--- config.mk ---
export PLATFORM = sky130hd
export DESIGN_NAME = store_size_ctrl
export DESIGN_NICKNAME = d
export VERILOG_FILES = /design/src/rtl/store_size_ctrl_pkg.sv /design/src/rtl/store_lane_merge.sv /design/src/rtl/store_size_ctrl.sv
export SDC_FILE = /design/constraint.sdc
export NUM_CORES = 1
export LEC_CHECK = 0
export CAP_MARGIN = 20
export CORE_ASPECT_RATIO = 1.1
export CORE_MARGIN = 1.5
export CORE_UTILIZATION = 51
export DETAILED_ROUTE_END_ITERATION = 10
export PLACE_DENSITY = 0.95
export REMOVE_ABC_BUFFERS = 1
export SLEW_MARGIN = 15
export SYNTH_ARGS = -nofsm -noshare
export SYNTH_HDL_FRONTEND = slang
export SYNTH_SLANG_ARGS = --single-unit
export TNS_END_PERCENT = 5
--- constraint.sdc ---
create_clock -name clk -period 9.4 [get_ports clk]
set_clock_uncertainty 0.05 [all_clocks]
set_input_delay 1.88 -clock clk [delete_from_list [all_inputs] [get_ports clk]]
set_output_delay 1.88 -clock clk [all_outputs]
set_load 0.05 [all_outputs]
--- src/rtl/store_size_ctrl_pkg.sv ---
// Shared encodings for the store-size controller: store sizes, FSM states and
// the legality rule for size/alignment combinations.
package store_size_ctrl_pkg;

  typedef enum logic [1:0] {
    SZ_WORD = 2'b00,
    SZ_HALF = 2'b01,
    SZ_BYTE = 2'b10,
    SZ_ILL  = 2'b11
  } size_e;

  typedef enum logic [1:0] {
    ST_IDLE  = 2'b00,
    ST_READ  = 2'b01,
    ST_WRITE = 2'b10,
    ST_DONE  = 2'b11
  } state_e;

  // Words must be 4-byte aligned, halves 2-byte aligned; bytes always legal.
  function automatic logic store_legal(input logic [1:0] size, input logic [1:0] lane);
    logic ok;
    case (size)
      SZ_WORD: ok = (lane == 2'b00);
      SZ_HALF: ok = (lane[0] == 1'b0);
      SZ_BYTE: ok = 1'b1;
      default: ok = 1'b0;
    endcase
    return ok;
  endfunction

endpackage

--- src/rtl/store_lane_merge.sv ---
// Combinational little-endian lane merge: inserts the store data into the
// word read back from memory according to size and byte offset.
module store_lane_merge
  import store_size_ctrl_pkg::*;
(
  input  logic [1:0]  lane,
  input  logic [1:0]  size,
  input  logic [31:0] wdata,
  input  logic [31:0] rdata,
  output logic [31:0] merged
);

  // Overlay the selected byte/half lane onto the memory word.
  always_comb begin
    merged = rdata;
    case (size)
      SZ_WORD: merged = wdata;
      SZ_HALF: begin
        if (lane[1]) begin
          merged[31:16] = wdata[15:0];
        end else begin
          merged[15:0] = wdata[15:0];
        end
      end
      SZ_BYTE: begin
        case (lane)
          2'b00:   merged[7:0]   = wdata[7:0];
          2'b01:   merged[15:8]  = wdata[7:0];
          2'b10:   merged[23:16] = wdata[7:0];
          default: merged[31:24] = wdata[7:0];
        endcase
      end
      default: merged = rdata;
    endcase
  end

endmodule

--- src/rtl/store_size_ctrl.sv ---
// Store controller for sw/sh/sb: word stores write straight through, sub-word
// stores read the target word, merge the new lane(s) and write it back.
module store_size_ctrl
  import store_size_ctrl_pkg::*;
#(
  parameter int READ_WAIT = 1
) (
  input  logic        clk,
  input  logic        reset,
  input  logic        start,
  input  logic [1:0]  size,
  input  logic [31:0] addr,
  input  logic [31:0] wdata,
  input  logic [31:0] mem_rdata,
  output logic [31:0] mem_addr,
  output logic [31:0] mem_wdata,
  output logic        mem_wr,
  output logic        busy,
  output logic        done,
  output logic        err
);

  localparam int CW = $clog2(READ_WAIT + 1) + 1;
  localparam logic [CW-1:0] CNT_LAST = CW'(READ_WAIT);

  state_e        state_r;
  logic [1:0]    lane_r;
  logic [1:0]    size_r;
  logic [31:0]   wdata_r;
  logic [CW-1:0] cnt_r;
  logic [31:0]   merged_s;

  store_lane_merge u_merge (
    .lane   (lane_r),
    .size   (size_r),
    .wdata  (wdata_r),
    .rdata  (mem_rdata),
    .merged (merged_s)
  );

  // Request FSM: latch on accept, wait out the read latency, strobe one write, pulse done.
  always_ff @(posedge clk or posedge reset) begin
    if (reset) begin
      state_r   <= ST_IDLE;
      lane_r    <= 2'b00;
      size_r    <= 2'b00;
      wdata_r   <= 32'h0000_0000;
      cnt_r     <= {CW{1'b0}};
      mem_addr  <= 32'h0000_0000;
      mem_wdata <= 32'h0000_0000;
      mem_wr    <= 1'b0;
      busy      <= 1'b0;
      done      <= 1'b0;
      err       <= 1'b0;
    end else begin
      mem_wr <= 1'b0;
      done   <= 1'b0;
      err    <= 1'b0;
      case (state_r)
        ST_IDLE: begin
          if (start) begin
            lane_r   <= addr[1:0];
            size_r   <= size;
            wdata_r  <= wdata;
            mem_addr <= {addr[31:2], 2'b00};
            cnt_r    <= {CW{1'b0}};
            busy     <= 1'b1;
            if (!store_legal(size, addr[1:0])) begin
              state_r <= ST_DONE;
              done    <= 1'b1;
              err     <= 1'b1;
            end else if (size == SZ_WORD) begin
              state_r   <= ST_WRITE;
              mem_wdata <= wdata;
              mem_wr    <= 1'b1;
            end else begin
              state_r <= ST_READ;
            end
          end else begin
            state_r <= ST_IDLE;
          end
        end
        ST_READ: begin
          // mem_rdata is valid only in the final READ cycle
          if (cnt_r == CNT_LAST) begin
            state_r   <= ST_WRITE;
            mem_wdata <= merged_s;
            mem_wr    <= 1'b1;
          end else begin
            cnt_r <= cnt_r + CW'(1);
          end
        end
        ST_WRITE: begin
          state_r <= ST_DONE;
          done    <= 1'b1;
        end
        ST_DONE: begin
          state_r <= ST_IDLE;
          busy    <= 1'b0;
        end
        default: begin
          state_r <= ST_IDLE;
          busy    <= 1'b0;
        end
      endcase
    end
  end

endmodule

==> metrics.md, run 1 <==
| Metric | Value |
|---|---|
| Switch Pwr | 1.34 mW |
| Final Max Tran Viols | 0 |
| YS warnings | 0 |
| Run status | finished, final reports clean |
| Leak | 3.48 nW |
| GPL Wtd Cong | 0.832 |
| Final core utilization | 70.6% |
| Post-route ant nets | 0 |
| Area after DPL | 7330 sq um |
| Final Cycle Share | 45.6% |
| Internal Pwr Total | 1.42 mW |
| Sequential Area | 2650 sq um |
| P per Cell Area | 361 nW/um^2 |
| Clock share of power | 13.8% |
| Clk root buf | clkbuf_16 |
| Die area | 11700 sq um |
| Fin. Hold Viols | 0 |
| Sequential-to-total area share from yosys stat | 46.9% |
| Initial DRC count | 481 |
| Crit start category | input port |
| Post-CTS setup buffer count | 0 |
| Critical path arrival | 4480 ps |
| Crit-path leading delay family | buffers and inverters |
| Post-synth top area share | 46.9% |
| Row count | 40 |
| Cts bufs inserted | 9 |
| Critical path buffer and inverter count | 2 |
| Leading area contributor after synthesis | dfrtp_1 |
| Area growth syn-to-layout | 35.4% |
| Worst-path clk slew | 70 ps |
| #FFs+latches synth | 106 |
| Critical path startpoint | start |
| Reg2Reg Depth | 7 |
| Fraction of layout cells with a size suffix above 1 | 4.88% |
| Routed length per instance | 16.6 microns |
| Synth Flop Type | dfrtp_1 |
| Hold Startpoint | mem_addr[2]$_DFFE_PP0P_ |
| Remaining routing DRC violations | 0 |
| Crit Path Category | in -> reg |
| IO Port Bufs | 166 |
| Core area | 10900 sq um |
| Register share of total power | 30.4% |
| Critical path fanouts, max | 75 |
| Worst-margin pin slew | 886 ps |
| Asr flop ratio synth | 100% |
| Hold_buf cts | 0 |
| Top cell types by occurrence after synthesis | nand2_1, dfrtp_1, o21ai_0 |
| Cell area after synthesis | 5660 sq um |
| Largest net degree at the start of global routing | 80 |
| Sw Share | 48.7% |
| Drt via density | 5.70 |
| RR Endpoint | mem_wdata[17]$_DFFE_PP0P_ |
| Layout Nets | 921 |
| Area of the multi-input gates | 2700 sq um |
| Max_cap viols | 0 |
| Worst Hold Class | reg -> reg |
| Max incr delay on CP | 710 ps |
| Post-Syn Instances | 681 |
| Comb pwr share | 55.8% |
| Hold slack | 428 ps |
| Filler instances | 827 |
| Post-synth EDFFs | 0 |
| Unique masters post-synth | 55 |
| Max-slew headroom | 40.3% |
| Mean post-synth cell area | 8.31 sq um |
| First-pass GRT wire length | 26.0 mm |
| Die height | 113 microns |
| Placed cells | 948 |
| Vias | 5502 |
| Non-filler cells, final | 966 |
| Io pins | 169 |
| WL final | 16.0 mm |
| Top post-synthesis cells by area | dfrtp_1, nand2_1, o21ai_0, a22o_1, nand3_1 |
| Post_cts resized | 0 |
| Die Width | 103 microns |
| Vias in the first global route | 5450 |
| RSZ-0062 raised after global routing | no |
| Post-DP HPWL | 10.8 mm |
| CP Capture Type | register |
| R2R setup slack | 6210 ps |
| Initial core utilization | 52.1% |
| Post-layout instance area | 7660 sq um |
| Uppermost layer routed | met5 |
| WL met2 | 7.76 mm |
| Fmax | 0.233 GHz |
| Routed length on met3 | 1.41 mm |
| Slowest CP cell | a31o_2 |
| GRT Overall Usage | 28.5% |
| Crit path time final | 4290 ps |
| Antenna violations before repair | 1 |
| H-Tree Depth | 3 |
| Clock sinks | 106 |
| Sequence of cells on the critical path | clkdlybuf4s50_1, and2_2, buf_4, a31o_2, nand3_1, o221a_2 |
| Hold Path Sink | mem_addr[2]$_DFFE_PP0P_ |
| Final setup violation count | 0 |
| Setup TNS | 0 ps |
| CTS max path bufs | 2 |
| M1 WL | 6.33 mm |
| Worst r2r src | state_r[0]$_DFFE_PP0P_ |
| CTS tree | built |
| Ant diodes | 0 |
| Hold-critical path depth | 2 |
| Worst-skew pair later-pin latency | 350 ps |
| Router iterations before antenna repair | 4 |
| Worst Path Required | 9590 ps |
| Top-count cell post-synth | nand2_1 |
| Worst VDD drop | 0.265 mV |
| Gr ovfl total | 0 |
worst max-delay path by stage:
| stage | end | cells past startpoint |
|---|---|---|
| CTS | mem_wdata[17]$_DFFE_PP0P_ | 6 |
| global placement | mem_wdata[16]$_DFFE_PP0P_ | 6 |
| floorplan | busy$_DFFE_PP0P_ | 1 |
| finish | mem_wdata[17]$_DFFE_PP0P_ | 6 |
| global route | mem_wdata[17]$_DFFE_PP0P_ | 6 |
| detailed placement | mem_wdata[17]$_DFFE_PP0P_ | 6 |
tightest hold or removal path, cell delays in order (launching register included):
cell and delay, ps:
dfrtp_1 340, nand2_1 50, nand2_1 60
logic make-up (layout without fill, tap and decap cells):
family	after synthesis	in the layout	synth area share, %
and+or+nand+nor	336	336	26.7
AOI/OAI and AO/OA	154	154	18.6
DFF	106	106	46.9
buffers and inverters	73	210	5.57
adders and majority gates	6	6	1.33
muxes	5	5	0.907
other	1	2	0.0663
through the flow:
step | setup slack, ps | power [mW]
after floorplan | 4680 | 1.84
after global placement | 4860 | 2.32
after detailed placement | 4760 | 2.36
after CTS | 5120 | 2.75
after global routing | 4970 | 2.93
final | 5110 | 2.76
power by group through the flow:
stage,combinational (mW),clock (mW),sequential (mW)
after floorplan,0.567,0,1.27
after global placement,1.49,0,0.833
after detailed placement,1.53,0,0.837
after CTS,1.53,0.386,0.835
after global routing,1.66,0.407,0.864
final,1.54,0.382,0.839
layout by cell type (no fill, tap or decap), types with 3 or more instances in the layout:
cell / instances
a211oi_1: 3
a21o_1: 8
a21oi_1: 21
a221oi_1: 10
a22o_1: 20
a31oi_1: 3
and3_1: 9
buf_4: 10
clkbuf_16: 9
clkdlybuf4s50_1: 166
dfrtp_1: 106
ha_1: 6
inv_1: 16
mux2i_1: 4
nand2_1: 217
nand2b_1: 17
nand3_1: 31
nand4_1: 6
nor2_1: 19
nor2b_1: 12
nor3_1: 3
o211ai_1: 7
o21ai_0: 54
o21ai_1: 3
o221a_2: 4
o311a_1: 5
or3_1: 6
routing by layer:
layer  vias to the layer above  GRT usage (%)
li1                       2590              -
met1                      2582           36.3
met2                       277           45.0
met3                        51           7.90
met4                         2           12.8
met5                         -              0
area by class of cell:
type,instances,share of cell area (%)
inverter,17,0.865
sequential,106,34.6
clock inverter,4,0.669
multi-input combinational,503,35.2
timing repair buffer,177,23.0
clock buffer,12,3.22
tap,147,2.40
registers in the layout, summed over array words and instances (netlist names):
signal,count
state_r,2
err,1
wdata_r,32
done,1
mem_wdata,32
size_r,2
mem_wr,1
busy,1
cnt_r,2
lane_r,2
mem_addr,30
No activity file was read; power rests on OpenSTA's default activity.
==> run 2, diff against run 1 <==
- CORE_UTILIZATION: 51 -> 48
- PLACE_DENSITY: 0.95 -> 0.92
- clock period: 9.4 -> 4 ns (I/O delays scaled with it)
==> run 2 against run 1 <==
Cell area rose by 0.65%; sequential cell count is the same; non-clock buffer count up 1; critical path type unchanged; highest routed layer is now met4.
==> metrics.md, run 2 (synthesis gave the netlist of run 1 again) <==
| Metric | Value |
|---|---|
| Run status | finished, final reports clean |
| M1 WL | 6.40 mm (+1.2%) |
| Core area | 11500 sq um (+5.8%) |
| Vias | 5578 (+1.4%) |
| Remaining routing DRC violations | 0 (unchanged) |
| Max_cap viols | 0 (unchanged) |
| Comb pwr share | 54.4% (-1.4 points) |
| CTS tree | built |
| Placed cells | 953 (+0.53%) |
| Leak | 3.50 nW (+0.66%) |
| Cts bufs inserted | 9 (unchanged) |
| CTS max path bufs | 2 (unchanged) |
| Post_cts resized | 0 (unchanged) |
| Post-CTS setup buffer count | 0 (unchanged) |
| Sw Share | 47.6% (-1.1 points) |
| Worst Path Required | 4240 ps (-5350 ps) |
| Hold-critical path depth | 2 (unchanged) |
| Initial core utilization | 49.2% (-2.9 points) |
| Clock share of power | 15.9% (+2.1 points) |
| Drt via density | 5.76 (+1.1%) |
| Area after DPL | 7350 sq um (+0.26%) |
| IO Port Bufs | 166 (unchanged) |
| WL final | 16.5 mm (+2.8%) |
| Router iterations before antenna repair | 5 (+1) |
| Die area | 12400 sq um (+6.1%) |
| Power Total | 6.68 mW (+140%) |
| Crit path time final | 2910 ps |
| Worst-margin pin slew | 980 ps (+94.3 ps) |
| Clock sinks | 106 (unchanged) |
| Crit Path Category | in -> reg |
| Critical path fanouts, max | 73 (-2.7%) |
| Final Cycle Share | 72.9% |
| GRT Overall Usage | 27.9% (-0.61 points) |
| Register share of total power | 29.7% (-0.7 points) |
| Worst-path clk slew | 70 ps (about the same) |
| Fin. Hold Viols | 0 (unchanged) |
| Filler instances | 912 (+10%) |
| Die Width | 107 microns (+3.0%) |
| Crit start category | input port |
| Non-filler cells, final | 969 (+0.31%) |
| Hold slack | 421 ps (-6.77 ps) |
| Final setup violation count | 0 (unchanged) |
| First-pass GRT wire length | 27.2 mm (+4.5%) |
| GPL Wtd Cong | 0.864 (+3.8%) |
| Vias in the first global route | 5612 (+3.0%) |
| CP Capture Type | register |
| Hold Startpoint | wdata_r[23]$_DFFE_PP0P_ |
| Max-slew headroom | 34.4% (-5.9 points) |
| Final Max Tran Viols | 0 (unchanged) |
| Fraction of layout cells with a size suffix above 1 | 5.01% (+0.12 points) |
| Switch Pwr | 3.18 mW (+140%) |
| Gr ovfl total | 0 (unchanged) |
| Final worst setup slack | 1090 ps (-4030 ps) |
| Initial DRC count | 562 (+17%) |
| Setup WS pre-CTS | 767 ps (-3990 ps) |
| Leading registers by flop count | mem_wdata x32, wdata_r x32, mem_addr x30 |
| Ant diodes | 0 (unchanged) |
| RR Endpoint | mem_wdata[17]$_DFFE_PP0P_ |
| Hold Path Sink | wdata_r[23]$_DFFE_PP0P_ |
| Post-route ant nets | 0 (unchanged) |
| Post-DP HPWL | 11.3 mm (+4.8%) |
| Antenna violations before repair | 0 (-1) |
| WL met2 | 7.76 mm (about the same) |
| Area growth syn-to-layout | 36.3% |
| Setup TNS | 0 ps (unchanged) |
| Io pins | 169 (unchanged) |
| Worst-skew pair later-pin latency | 360 ps (about the same) |
| Routed length on met3 | 1.69 mm (+20%) |
| Largest net degree at the start of global routing | 74 (-7.5%) |
| Reg2Reg Depth | 7 (unchanged) |
| Uppermost layer routed | met4 |
| Worst Hold Class | reg -> reg |
| Most frequent cells in the layout | nand2_1, clkdlybuf4s50_1, dfrtp_1 |
| Worst VDD drop | 0.536 mV (+100%) |
| Final core utilization | 67.1% (-3.4 points) |
| P per Cell Area | 866 nW/um^2 (+140%) |
| Worst r2r src | state_r[0]$_DFFE_PP0P_ |
| Routed length per instance | 17.0 microns (+2.4%) |
| H-Tree Depth | 3 (unchanged) |
| Clk root buf | clkbuf_16 |
| Internal Pwr Total | 3.50 mW (+150%) |
| R2R setup slack | 1160 ps (-5050 ps) |
| Layout Nets | 922 (+0.11%) |
| Hold_buf cts | 0 (unchanged) |
| Die height | 117 microns (+3.0%) |
| Row count | 41 (+2.5%) |
| Critical path arrival | 3160 ps (-1320 ps) |
| Fmax | 0.343 GHz |
| Most common cell after layout, fill and taps aside | nand2_1 |
| RSZ-0062 raised after global routing | no |
| Post-layout instance area | 7710 sq um (+0.65%) |
==> run 2: cell count changes in the layout (fill, tap and decap cells not counted) <==
cell,before,now
buf_16,1,0
buf_4,10,11
bufinv_16,1,4
clkbuf_1,2,1
clkbuf_4,0,1
clkbuf_8,1,0
clkinv_2,1,0
clkinv_4,1,0
==> run 2: worst max path at each step <==
stage                            from  depth (start not counted)                        end
2_1_floorplan                   reset                          1           busy$_DFFE_PP0P_
3_3_place_gp                    start                          6  mem_wdata[16]$_DFFE_PP0P_
3_5_place_dp                    start                          6  mem_wdata[19]$_DFFE_PP0P_
4_1_cts                         start                          6  mem_wdata[18]$_DFFE_PP0P_
5_1_grt        state_r[0]$_DFFE_PP0P_                          7  mem_wdata[16]$_DFFE_PP0P_
6_report                        start                          6  mem_wdata[17]$_DFFE_PP0P_
==> run 2: metal layers <==
metal | vias to the layer above | track usage, %
li1 | 2588 | -
met5 | - | 0
met1 | 2604 | 34.8
met4 | 0 | 15.8
met2 | 321 | 44.6
met3 | 65 | 7.03
==> run 2: area by class of cell <==
cell class	count	area (sq um)	share of cell area, %
Sequential cell	106	2650	34.4
Clock inverter	5	128	1.65
Clock buffer	10	229	2.97
Multi-Input combinational cell	503	2700	35.0
Inverter	17	66.3	0.860
Tap cell	150	188	2.43
Timing Repair Buffer	178	1750	22.7
==> run 2: power by group through the flow <==
stage / sequential (mW) / clock (mW) / combinational, mW
after floorplan: 2.99 / 0 / 1.33
after global placement: 1.96 / 0 / 3.53
after detailed placement: 1.98 / 0 / 3.61
after CTS: 1.97 / 1.08 / 3.62
after global routing: 2.03 / 1.13 / 3.92
final: 1.98 / 1.07 / 3.63
==> run 2: worst max-delay path, cell delays in order <==
cell	delay [ps]
clkdlybuf4s50_1	590
and2_2	220
buf_4	620
nand2_1	200
a21oi_1	450
o221a_2	260
